File: config.mk
export PLATFORM = sky130hd
export DESIGN_NAME = mem_access_unit
export DESIGN_NICKNAME = d
export VERILOG_FILES = /design/src/rtl/mem_access_unit.sv
export SDC_FILE = /design/constraint.sdc
export NUM_CORES = 1
export LEC_CHECK = 0
export CAP_MARGIN = 10
export CORE_UTILIZATION = 35
export DETAILED_ROUTE_END_ITERATION = 6
export GPL_TIMING_DRIVEN = 0
export PLACE_DENSITY_LB_ADDON = 0.2
export SLEW_MARGIN = 20
export SYNTH_ARGS = -nofsm -noshare
export SYNTH_HDL_FRONTEND = slang
export SYNTH_SLANG_ARGS = --single-unit
File: constraint.sdc
create_clock -name clk -period 2.92 [get_ports clk]
set_input_delay 0.876 -clock clk [delete_from_list [all_inputs] [get_ports clk]]
set_output_delay 0.876 -clock clk [all_outputs]
set_load 0.05 [all_outputs]
File: src/rtl/mem_access_unit.sv
// Word-wide bus initiator for byte-wide MainMemory: splits each 16-bit request into two byte accesses at A and A+1.
// Optional MEM_ACCESS_BIG_ENDIAN_EN puts word[15:8] at byte A; the default build is little-endian.
module mem_access_unit #(
  parameter int MEM_DEPTH = 16384
) (
  input  logic        clk,
  input  logic        reset_n,
  input  logic        req_valid,
  output logic        req_ready,
  input  logic        req_write,
  input  logic [15:0] req_addr,
  input  logic [15:0] req_wdata,
  output logic        resp_valid,
  output logic [15:0] resp_rdata,
  output logic        resp_err,
  output logic [15:0] mem_addr,
  output logic [15:0] mem_data_in,
  output logic        mem_write_enable,
  input  logic [15:0] mem_data_out
);

  localparam logic [15:0] MAX_ADDR = 16'(MEM_DEPTH - 2);

  typedef enum logic [2:0] {
    IDLE = 3'd0,
    RD0  = 3'd1,
    RD1  = 3'd2,
    RD2  = 3'd3,
    WR0  = 3'd4,
    WR1  = 3'd5,
    RESP = 3'd6
  } state_t;

  state_t      state;
  logic [15:0] addr_q;
  logic [15:0] wdata_q;
  logic [7:0]  lo_q;

  // Only the low byte of the memory data port carries storage.
  logic unused_mem_hi;
  assign unused_mem_hi = ^mem_data_out[15:8];

`ifdef MEM_ACCESS_BIG_ENDIAN_EN
  function automatic logic [7:0] byte_at_a(input logic [15:0] w);
    return w[15:8];
  endfunction
  function automatic logic [7:0] byte_at_a1(input logic [15:0] w);
    return w[7:0];
  endfunction
  function automatic logic [15:0] assemble(input logic [7:0] b_a, input logic [7:0] b_a1);
    return {b_a, b_a1};
  endfunction
`else
  function automatic logic [7:0] byte_at_a(input logic [15:0] w);
    return w[7:0];
  endfunction
  function automatic logic [7:0] byte_at_a1(input logic [15:0] w);
    return w[15:8];
  endfunction
  function automatic logic [15:0] assemble(input logic [7:0] b_a, input logic [7:0] b_a1);
    return {b_a1, b_a};
  endfunction
`endif

  always_ff @(posedge clk) begin
    if (!reset_n) begin
      state            <= IDLE;
      addr_q           <= 16'h0;
      wdata_q          <= 16'h0;
      lo_q             <= 8'h0;
      req_ready        <= 1'b0;
      resp_valid       <= 1'b0;
      resp_rdata       <= 16'h0;
      resp_err         <= 1'b0;
      mem_addr         <= 16'h0;
      mem_data_in      <= 16'h0;
      mem_write_enable <= 1'b0;
    end else begin
      case (state)
        IDLE: begin
          if (req_valid && req_ready) begin
            addr_q    <= req_addr;
            wdata_q   <= req_wdata;
            req_ready <= 1'b0;
            if (req_addr > MAX_ADDR) begin
              state      <= RESP;
              resp_valid <= 1'b1;
              resp_err   <= 1'b1;
              resp_rdata <= 16'h0;
            end else if (req_write) begin
              state            <= WR0;
              mem_addr         <= req_addr;
              mem_data_in      <= {8'h00, byte_at_a(req_wdata)};
              mem_write_enable <= 1'b1;
            end else begin
              state    <= RD0;
              mem_addr <= req_addr;
            end
          end else begin
            req_ready <= 1'b1;
          end
        end
        RD0: begin
          state    <= RD1;
          mem_addr <= addr_q + 16'd1;
        end
        // Synchronous memory: byte A appears during RD1, byte A+1 during RD2.
        RD1: begin
          state <= RD2;
          lo_q  <= mem_data_out[7:0];
        end
        RD2: begin
          state      <= RESP;
          mem_addr   <= 16'h0;
          resp_valid <= 1'b1;
          resp_err   <= 1'b0;
          resp_rdata <= assemble(lo_q, mem_data_out[7:0]);
        end
        WR0: begin
          state       <= WR1;
          mem_addr    <= addr_q + 16'd1;
          mem_data_in <= {8'h00, byte_at_a1(wdata_q)};
        end
        WR1: begin
          state            <= RESP;
          mem_addr         <= 16'h0;
          mem_data_in      <= 16'h0;
          mem_write_enable <= 1'b0;
          resp_valid       <= 1'b1;
          resp_err         <= 1'b0;
          resp_rdata       <= 16'h0;
        end
        RESP: begin
          state      <= IDLE;
          req_ready  <= 1'b1;
          resp_valid <= 1'b0;
          resp_err   <= 1'b0;
          resp_rdata <= 16'h0;
        end
        default: begin
          state            <= IDLE;
          req_ready        <= 1'b0;
          resp_valid       <= 1'b0;
          resp_err         <= 1'b0;
          resp_rdata       <= 16'h0;
          mem_addr         <= 16'h0;
          mem_data_in      <= 16'h0;
          mem_write_enable <= 1'b0;
        end
      endcase
    end
  end

endmodule
==> results.ini, run 1 <==
[run_status]
status=completed

[cells_and_area]
drive_above_1_share_pct=10.2
finish.utilization_pct=49.8
diodes=0
nets=558
nFillCells=936
stdcell_count=643
stdcell_area_sq_um=4910
syn_to_final_growth_pct=36.1

[yosys]
synthDominantCellAreaShare_pct=43.8
synth-edff-count=0
synth_cell_type_count=52
synth_area_sq_um=3610
synthArstFlopShare_pct=0
ys.warnings.count=0
ys.flop_type=dfxtp_1
syn_inst=400
yosysTopAreaCell=dfxtp_1
synth.area.top_cells=dfxtp_1 (44%), nand2_1 (8.2%), mux2i_1 (5.0%)
syn_avg_cell_area_sq_um=9.02
ys_seq_area_share_pct=43.8
ys_ff_latch=79

[clock_network]
cts_tree=done
ctsHoldBuffers=0
cts.clk_slew.worst_paths_ns=0.09
h-tree-depth=3
post_cts.repair.setup_buffers=0
clockBufferDepth=2
worst_skew_pair.late_latency_ns=0.35
numCtsBuffers=9
root_buffer=clkbuf_8
cts-resized-gates=0
cts.sinks=79

[placed_design]
numPortBuffers=87
place_congestion=0.842
placed_cell_area_sq_um=4670
dp.cells=627
hpwl_um=6880

[worst_setup_path]
arrival_ns=2.74
crit_fanout=10
worstPathRequired_ns=3.17
max_stage_delay_ns=0.56
path_cells=clkdlybuf4s50_1 > nand4_1 > nor4_4 > nor3_2 > o221a_4 > buf_6 > a22o_1
cp-end-kind=register
cp-start-kind=input pin
cp_slowest_cell=clkdlybuf4s50_1
crit_type=input pin to register

[grt]
grt-ovfl-total=0
grt_max_degree=14
antenna_found_initial=0
grt_pass1_vias=2961
track_usage_pct=17.4
grt_pass1_wl_um=15000

[floorplanning]
dieArea_sq_um=10700
io_pins=104
placementRows=36
die_h_um=104
die_w_um=104
initial_utilization_pct=36.6
design.core.area_sq_um=9860

[power]
ir_drop_uv=333
p_switching_mw=1.90
p_comb_share_pct=46.3
leakagePower_nw=1.83
p_per_area_nw_per_um2=933
seq_power_share_pct=32.4
internal_power_mw=2.68
swShare_pct=41.5
clkPwrFrac_pct=21.3

[sta]
worstMarginPinSlew_ns=0.535
fmax_ghz=0.401
hold_viol=0
finalCritPeriodShare_pct=85.3
setup_viol=0
fin_crit_ns=2.49
slew_violations=0
slew_headroom_pct=64.2
rsz0062_at_grt=false
tns_ns=0
fin_worst_skew_ns=0.0156

[routing]
ant_nets=0
drt-pass1-iter-count=4
wl_um=9130
drc=0
routed_via_density=4.95
drtIter0Drc=115
via_count=3183
wl_per_cell_um=14.2

[flow_run]
maxCapViolations=0

[hold_path]
worstHoldPathType=register to register

==> power by group through the flow <==
| stage | sequential [mW] | combinational, mW | clock [mW] |
|---|---|---|---|
| floorplan | 1.99 | 0.998 | 0 |
| global placement | 1.50 | 2.10 | 0 |
| detailed placement | 1.51 | 2.13 | 0 |
| CTS | 1.49 | 2.13 | 0.992 |
| global route | 1.52 | 2.28 | 1.05 |
| finish | 1.48 | 2.12 | 0.974 |
==> critical path, delay by kind of cell <==
kind / cells / cell delay [ns]
AO/OA/AOI/OAI: 2 / 0.45
AND/OR/NAND/NOR: 3 / 0.69
buffers and inverters: 2 / 0.72
==> logic make-up after synthesis <==
family	after synthesis	synth area share, %
AO/OA/AOI/OAI	97	20.0
buffers and inverters	42	6.31
multiplexers	26	7.49
AND/OR/NAND/NOR	141	18.8
flip-flops	79	43.8
XOR/XNOR	13	3.16
adder cells (fa/ha/maj)	1	0.347
other	1	0.104
==> final cells by class <==
type,instances,area (sq um),area share [%]
plain buffers,37,209,4.26
clock inverters,5,106,2.17
clock buffers,11,131,2.68
flip-flops and latches,79,1580,32.2
multi-input cells,286,1820,37.2
well taps,133,166,3.39
repair buffers,87,871,17.7
inverters,5,18.8,0.382
==> sequential cells by signal (all words and copies together) (netlist names) <==
| register | flops |
|---|---|
| addr_q | 16 |
| wdata_q | 8 |
| resp_err | 1 |
| req_ready | 1 |
| resp_valid | 1 |
| lo_q | 8 |
| mem_data_in | 8 |
| mem_write_enable | 1 |
| state | 3 |
| mem_addr | 16 |
| resp_rdata | 16 |
==> per-stage QoR <==
step | total power [mW] | setup slack, ns | hold WS [ns]
6_report | 4.58 | 0.429 | 0.464
3_3_place_gp | 3.61 | 0.0707 | 0.450
4_1_cts | 4.61 | 0.413 | 0.465
2_1_floorplan | 2.99 | 0.818 | 0.440
5_1_grt | 4.84 | 0.320 | 0.487
3_5_place_dp | 3.64 | 0.0358 | 0.449
==> synth_stat cells, types with 2 or more instances <==
cell / count
nand2_1: 79
inv_1: 5
mux2i_1: 18
buf_4: 12
a22oi_1: 13
a21boi_1: 3
nor2b_1: 12
nor3_1: 5
buf_2: 8
o21ai_0: 4
o21a_1: 3
a21boi_0: 22
nor2_1: 12
nor4_1: 2
mux2_2: 8
xnor2_1: 7
o21ai_1: 9
o211a_1: 5
or3_1: 3
xor2_1: 6
dfxtp_1: 79
nand4_1: 6
and2_1: 2
buf_6: 2
nand3_1: 9
a22o_1: 16
clkbuf_1: 15
a21oi_1: 11
==> worst paths after layout <==
kind / from / to / slack [ns] / depth (start not counted)
setup / recovery: req_addr[5] / resp_rdata[0]$_SDFFE_PN0P_ / 0.43 / 7
hold / removal: mem_data_in[7]$_SDFFE_PN0P_ / mem_data_in[7]$_SDFFE_PN0P_ / 0.46 / 2
setup reg to reg: req_ready$_SDFFE_PN0N_ / mem_data_in[2]$_SDFFE_PN0P_ / 1.10 / 7
hold reg to reg: mem_data_in[7]$_SDFFE_PN0P_ / mem_data_in[7]$_SDFFE_PN0P_ / 0.46 / 2
==> layer usage <==
layer  part of all wire (%)  wire (um)  track usage [%]
met1                     48       4380             23.3
met2                     45       4120             27.0
met3                    4.7        432             3.27
met4                    2.0        187             8.28
met5                      0          0                0
==> cell usage in the layout (no fill, tap or decap), types with 9 or more instances in the layout <==
master            n
clkdlybuf4s50_1  87
nand2_1          79
dfxtp_1          79
a21boi_0         22
mux2i_1          18
clkbuf_1         17
a22o_1           16
a22oi_1          13
buf_4            12
nor2b_1          12
nor2_1           12
a21oi_1          11
nand3_1           9
o21ai_1           9
clkbuf_8          9
No activity file was read; power rests on OpenSTA's default activity.
==> inputs of run 2 (changes only) <==
--- a/config.mk
+++ b/config.mk
@@ -5,6 +5,7 @@
 export SDC_FILE = /design/constraint.sdc
 export NUM_CORES = 1
 export LEC_CHECK = 0
+export ABC_AREA = 1
 export CAP_MARGIN = 10
 export CORE_UTILIZATION = 35
 export DETAILED_ROUTE_END_ITERATION = 6
==> results.ini, run 2 <==
[clock_network]
h-tree-depth=3  ; unchanged
cts.sinks=79  ; unchanged
post_cts.repair.setup_buffers=0  ; unchanged
ctsHoldBuffers=0  ; unchanged
cts_tree=done  ; unchanged
numCtsBuffers=9  ; unchanged
root_buffer=clkbuf_8  ; unchanged
cts-resized-gates=0  ; unchanged
cts.clk_slew.worst_paths_ns=0.08  ; was 0.09 ns
worst_skew_pair.late_latency_ns=0.35  ; about the same
clockBufferDepth=2  ; unchanged

[worst_setup_path]
worst-path-stages=1  ; was 7
arrival_ns=1.58  ; was 2.74 ns
crit_buf_inv=1  ; was 2
rrSetupSlack_ns=1.02  ; was 1.10 ns
cp_top_family=buffers and inverters  ; unchanged
cp_slowest_cell=clkdlybuf4s50_1  ; unchanged
path_cells=clkdlybuf4s50_1  ; was clkdlybuf4s50_1 > nand4_1 > nor4_4 > nor3_2 > o221a_4 > buf_6 > a22o_1
ff2ff_path_depth=7  ; unchanged
worstPathRequired_ns=2.04  ; was 3.17 ns
crit_fanout=4  ; was 10
max_stage_delay_ns=0.84  ; was 0.56 ns
cp-end-kind=output port  ; was register
cp-start-kind=register  ; was input pin
crit_type=register to output port  ; was input pin to register

[cells_and_area]
drive_above_1_share_pct=6.05  ; was 10.2%
reg_top3=addr_q x16, mem_addr x16, resp_rdata x16  ; unchanged
final_common_cell=nand2_1  ; was clkdlybuf4s50_1
stdcell_count=830  ; was 643
diodes=0  ; unchanged
nets=743  ; was 558
final_cell_mix=nand2_1 (166), clkdlybuf4s50_1 (87), dfxtp_1 (79)  ; was clkdlybuf4s50_1 (87), nand2_1 (79), dfxtp_1 (79)
syn_to_final_growth_pct=33.5  ; was 36.1%

[yosys]
synth_compound_area_share_pct=14.7  ; was 20.0%
synth.area.top_cells=dfxtp_1 (41%), nand2_1 (16%), inv_1 (7.7%)  ; was dfxtp_1 (44%), nand2_1 (8.2%), mux2i_1 (5.0%)
synth-edff-count=0  ; unchanged
synth.most_common_cell=nand2_1
synth-adder-area-share_pct=0.328  ; was 0.347%
synth_cell_type_count=29  ; was 52
yosysTopAreaCell=dfxtp_1  ; unchanged
synthTopCellsByCount=nand2_1 (166), dfxtp_1 (79), inv_1 (78)  ; was dfxtp_1 (79), nand2_1 (79), a21boi_0 (22)
synthMuxAreaShare_pct=0  ; was 7.49%
ys_ff_latch=79  ; unchanged
ys.warnings.count=0  ; unchanged
synthArstFlopShare_pct=0  ; unchanged
yosys.area_share.xor_xnor_pct=0  ; was 3.16%
yosys.area_share.simple_pct=30.8  ; was 18.8%
syn_inst=585  ; was 400
synth_top_family_by_area=simple AND/OR/NAND/NOR gates  ; was compound AO/OA/AOI/OAI gates
ys.flop_type=dfxtp_1  ; unchanged
syn_avg_cell_area_sq_um=6.53  ; was 9.02 sq um
synth_area_sq_um=3820  ; was 3610 sq um
synthDominantCellAreaShare_pct=41.4  ; was 43.8%
ys_seq_area_share_pct=41.4  ; was 43.8%

[power]
p_total_mw=5.12  ; was 4.58 mW
ir_drop_uv=422  ; was 333 uV
leakagePower_nw=2.17  ; was 1.83 nW
p_per_area_nw_per_um2=1000  ; was 933 nW/um^2

[sta]
slew_violations=0  ; unchanged
whs_ns=0.451  ; was 0.464 ns
fin_crit_ns=2.45  ; was 2.49 ns
hold_viol=0  ; unchanged
fmax_ghz=0.408  ; was 0.401 GHz
slew_headroom_pct=57.9  ; was 64.2%
finalCritPeriodShare_pct=84.0  ; was 85.3%
rsz0062_at_grt=false  ; unchanged
fin_worst_skew_ns=0.00799  ; was 0.0156 ns
worstMarginPinSlew_ns=0.630  ; was 0.535 ns
setup_viol=0  ; unchanged
tns_ns=0  ; unchanged

[grt]
antenna_found_initial=0  ; unchanged
grt_pass1_wl_um=17700  ; was 15,000 um
grt-ovfl-total=0  ; unchanged
grt_pass1_vias=3714  ; was 2,961
track_usage_pct=20.0  ; was 17.4%
grt_max_degree=13  ; was 14

[routing]
wl_um=10800  ; was 9130 um
drc=0  ; unchanged
wl_per_cell_um=13.0  ; was 14.2 um
drt-pass1-iter-count=5  ; was 4
ant_nets=0  ; unchanged
routed_via_density=4.68  ; was 4.95
drtIter0Drc=181  ; was 115
via_count=3882  ; was 3,183

[floorplanning]
placementRows=37  ; was 36
design.core.area_sq_um=10500  ; was 9860 sq um
die_w_um=106  ; was 104 um
io_pins=104  ; unchanged
initial_utilization_pct=36.5  ; was 36.6%
dieArea_sq_um=11300  ; was 10,700 sq um
die_h_um=106  ; was 104 um

[flow_run]
maxCapViolations=0  ; unchanged

[placed_design]
numPortBuffers=87  ; unchanged
hpwl_um=7980  ; was 6880 um
dp.cells=815  ; was 627
place_congestion=0.883  ; was 0.842

[run_status]
status=completed  ; unchanged

[hold_path]
worstHoldPathType=register to register  ; unchanged
min_delay_path_depth=2  ; unchanged

-- run 2: changes by cell type in the layout (fill, tap and decap cells not counted), sizes merged, moves of 12 or more --
cell	delta
a21oi	+47
a21boi	-24
nor2b	-12
inv	+75
nor2	+63
nand2	+89
a22oi	-12
nand3	+16
a22o	-16
o21ai	+32
mux2i	-18
-- run 2: final cells by class --
type | instances | area, sq um
Clock buffer | 11 | 141
Multi-Input combinational cell | 401 | 1780
Fill cell | 1120 | 5370
Buffer | 31 | 178
Sequential cell | 79 | 1580
Tap cell | 136 | 170
Timing Repair Buffer | 87 | 871
Inverter | 81 | 304
Clock inverter | 4 | 70.1
-- run 2: stage by stage --
step	worst slack, ns	area [sq um]	utilization (%)
floorplan	0.984	3840	-
global placement	0.121	4880	46.7
detailed placement	0.107	4880	46.7
CTS	0.448	5100	48.7
global route	0.284	5100	48.7
finish	0.466	5100	48.7
-- run 2: path summary, 6_finish.rpt --
path / end / from
hold reg to reg: lo_q[1]$_SDFFE_PN0P_ / lo_q[1]$_SDFFE_PN0P_
setup / recovery: req_ready / req_ready$_SDFFE_PN0N_
setup reg to reg: addr_q[9]$_SDFFE_PN0P_ / state[0]$_SDFFE_PN0N_
hold / removal: lo_q[1]$_SDFFE_PN0P_ / lo_q[1]$_SDFFE_PN0P_
-- run 2: cell families (layout without fill, tap and decap cells) --
group,after synthesis,in the layout
AND/OR/NAND/NOR,283,283
buffers and inverters,112,214
AO/OA/AOI/OAI,109,109
flip-flops,79,79
adder cells (fa/ha/maj),1,1
other,1,8
-- run 2: power breakdown --
| part | switching (mW) | internal, mW | total [mW] |
|---|---|---|---|
| sequential | 0.175 | 1.36 | 1.54 |
| combinational | 1.82 | 0.871 | 2.69 |
| clock | 0.396 | 0.498 | 0.894 |
-- run 2: routing by layer --
metal | global-route usage, % | part of all wire [%]
met1 | 25.2 | 47
met2 | 32.8 | 45
met3 | 4.84 | 5.7
met4 | 7.53 | 2.2
met5 | 0 | 0
==> inputs of run 3 (changes only) <==
==> constraint.sdc (replaced) <==
create_clock -name clk -period 2.3 [get_ports clk]
set_input_delay 0.69 -clock clk [delete_from_list [all_inputs] [get_ports clk]]
set_output_delay 0.69 -clock clk [all_outputs]
set_load 0.05 [all_outputs]
==> results.ini, run 3 (synthesis gave the netlist of run 2 again) <==
[worst_setup_path]
path_cells=clkdlybuf4s50_1  ; unchanged
crit_type=register to output port  ; unchanged
crit_buf_inv=1  ; unchanged
cp_top_family=buffers and inverters  ; unchanged
worstPathRequired_ns=1.61  ; was 2.04 ns
crit_fanout=2  ; was 4
max_stage_delay_ns=0.83  ; was 0.84 ns
cp-start-kind=register  ; unchanged
arrival_ns=1.52  ; was 1.58 ns
cp-end-kind=output port  ; unchanged
cp_slowest_cell=clkdlybuf4s50_1  ; unchanged

[sta]
worstMarginPinSlew_ns=0.637  ; was 0.630 ns
rsz0062_at_grt=false  ; unchanged
slew_headroom_pct=57.4  ; was 57.9%
whs_ns=0.451  ; about the same
setup_viol=0  ; unchanged
finalCritPeriodShare_pct=96.3
setup_ws_ns=0.0856  ; was 0.466 ns
fin_crit_ns=2.21
slew_violations=0  ; unchanged
fin_worst_skew_ns=0.00723  ; was 0.00799 ns
hold_viol=0  ; unchanged
fmax_ghz=0.452
tns_ns=0  ; unchanged

[hold_path]
worstHoldPathType=register to register  ; unchanged

[floorplanning]
initial_utilization_pct=36.5  ; unchanged
io_pins=104  ; unchanged
die_w_um=106  ; unchanged
design.core.area_sq_um=10500  ; unchanged
die_h_um=106  ; unchanged
dieArea_sq_um=11300  ; unchanged
placementRows=37  ; unchanged

[cells_and_area]
stdcell_count=834  ; was 830
final_common_cell=nand2_1  ; unchanged
final_cell_mix=nand2_1 (166), clkdlybuf4s50_1 (86), dfxtp_1 (79)  ; was nand2_1 (166), clkdlybuf4s50_1 (87), dfxtp_1 (79)
reg_top3=addr_q x16, mem_addr x16, resp_rdata x16  ; unchanged
diodes=0  ; unchanged
drive_above_1_share_pct=6.88  ; was 6.05%
nets=747  ; was 743
syn_to_final_growth_pct=34.7  ; was 33.5%

[clock_network]
clockBufferDepth=2  ; unchanged
cts_tree=done  ; unchanged
numCtsBuffers=9  ; unchanged
cts.sinks=79  ; unchanged
h-tree-depth=3  ; unchanged
cts.clk_slew.worst_paths_ns=0.08  ; about the same
ctsHoldBuffers=0  ; unchanged
worst_skew_pair.late_latency_ns=0.35  ; about the same
root_buffer=clkbuf_8  ; unchanged

[grt]
track_usage_pct=20.0  ; unchanged
grt-ovfl-total=0  ; unchanged
grt_pass1_vias=3714  ; unchanged
grt_max_degree=13  ; unchanged
antenna_found_initial=0  ; unchanged
grt_pass1_wl_um=17700  ; unchanged

[run_status]
status=completed  ; unchanged

[routing]
drt-pass1-iter-count=4  ; was 5
routed_via_density=4.66  ; was 4.68
wl_um=10800  ; about the same
wl_per_cell_um=13.0  ; about the same
drtIter0Drc=196  ; was 181
ant_nets=0  ; unchanged
drc=0  ; unchanged
via_count=3889  ; was 3,882

[power]
p_total_mw=6.60  ; was 5.12 mW
ir_drop_uv=532  ; was 422 uV
p_per_area_nw_per_um2=1280  ; was 1000 nW/um^2
leakagePower_nw=2.20  ; was 2.17 nW

[placed_design]
numPortBuffers=87  ; unchanged
dpl_worst_slack_ns=-0.327  ; was 0.107 ns
place_congestion=0.883  ; unchanged
hpwl_um=7980  ; unchanged
dp.cells=815  ; unchanged

[flow_run]
maxCapViolations=0  ; unchanged

==> run 3: cell count changes in the layout (fill, tap and decap cells not counted) <==
cell / change
nor2_2: +1
buf_4: +4
nor2_1: -1
nand3_4: +1
nand3_2: -1
clkdlybuf4s50_1: -1
o21ai_2: +1
dlymetal6s2s_1: +1
o21ai_0: -1
==> run 3: what timing repair did <==
item,CTS,global route
setup buffers,0,4
endpoints found under the setup margin,0,20
gates resized for setup,0,5
==> run 3: area by class of cell <==
cell class              instances  area, sq um
repair buffers                 91          903
fillers                      1116         5320
well taps                     136          170
multi-input cells             401         1790
clock buffers                  11          141
inverters                      81          304
flip-flops and latches         79         1580
clock inverters                 4         70.1
plain buffers                  31          178
==> run 3: power by group <==
| part | leakage (nW) | internal [mW] | switching (mW) |
|---|---|---|---|
| Combinational | 1.45 | 1.17 | 2.34 |
| Clock | 0.109 | 0.632 | 0.504 |
| Sequential | 0.645 | 1.73 | 0.222 |
==> run 3: routing by layer <==
metal / track usage, % / share of wire (%)
met5: 0 / 0
met4: 7.53 / 2.1
met3: 4.84 / 5.6
met2: 32.8 / 45
met1: 25.2 / 48
==> run 3: per-stage QoR <==
step | util (%) | area (sq um)
after global routing | 49.2 | 5140
after detailed placement | 46.7 | 4880
final | 49.2 | 5140
after floorplan | - | 3840
after CTS | 48.7 | 5100
after global placement | 46.7 | 4880
==> run 3: path summary, 6_finish.rpt <==
path	start	end	slack (ns)	cells after the start
worst min register to register	lo_q[1]$_SDFFE_PN0P_	lo_q[1]$_SDFFE_PN0P_	0.45	2
worst max-delay path	resp_rdata[0]$_SDFFE_PN0P_	resp_rdata[0]	0.09	1
worst min-delay path	lo_q[1]$_SDFFE_PN0P_	lo_q[1]$_SDFFE_PN0P_	0.45	2
worst max register to register	state[0]$_SDFFE_PN0N_	addr_q[9]$_SDFFE_PN0P_	0.40	7
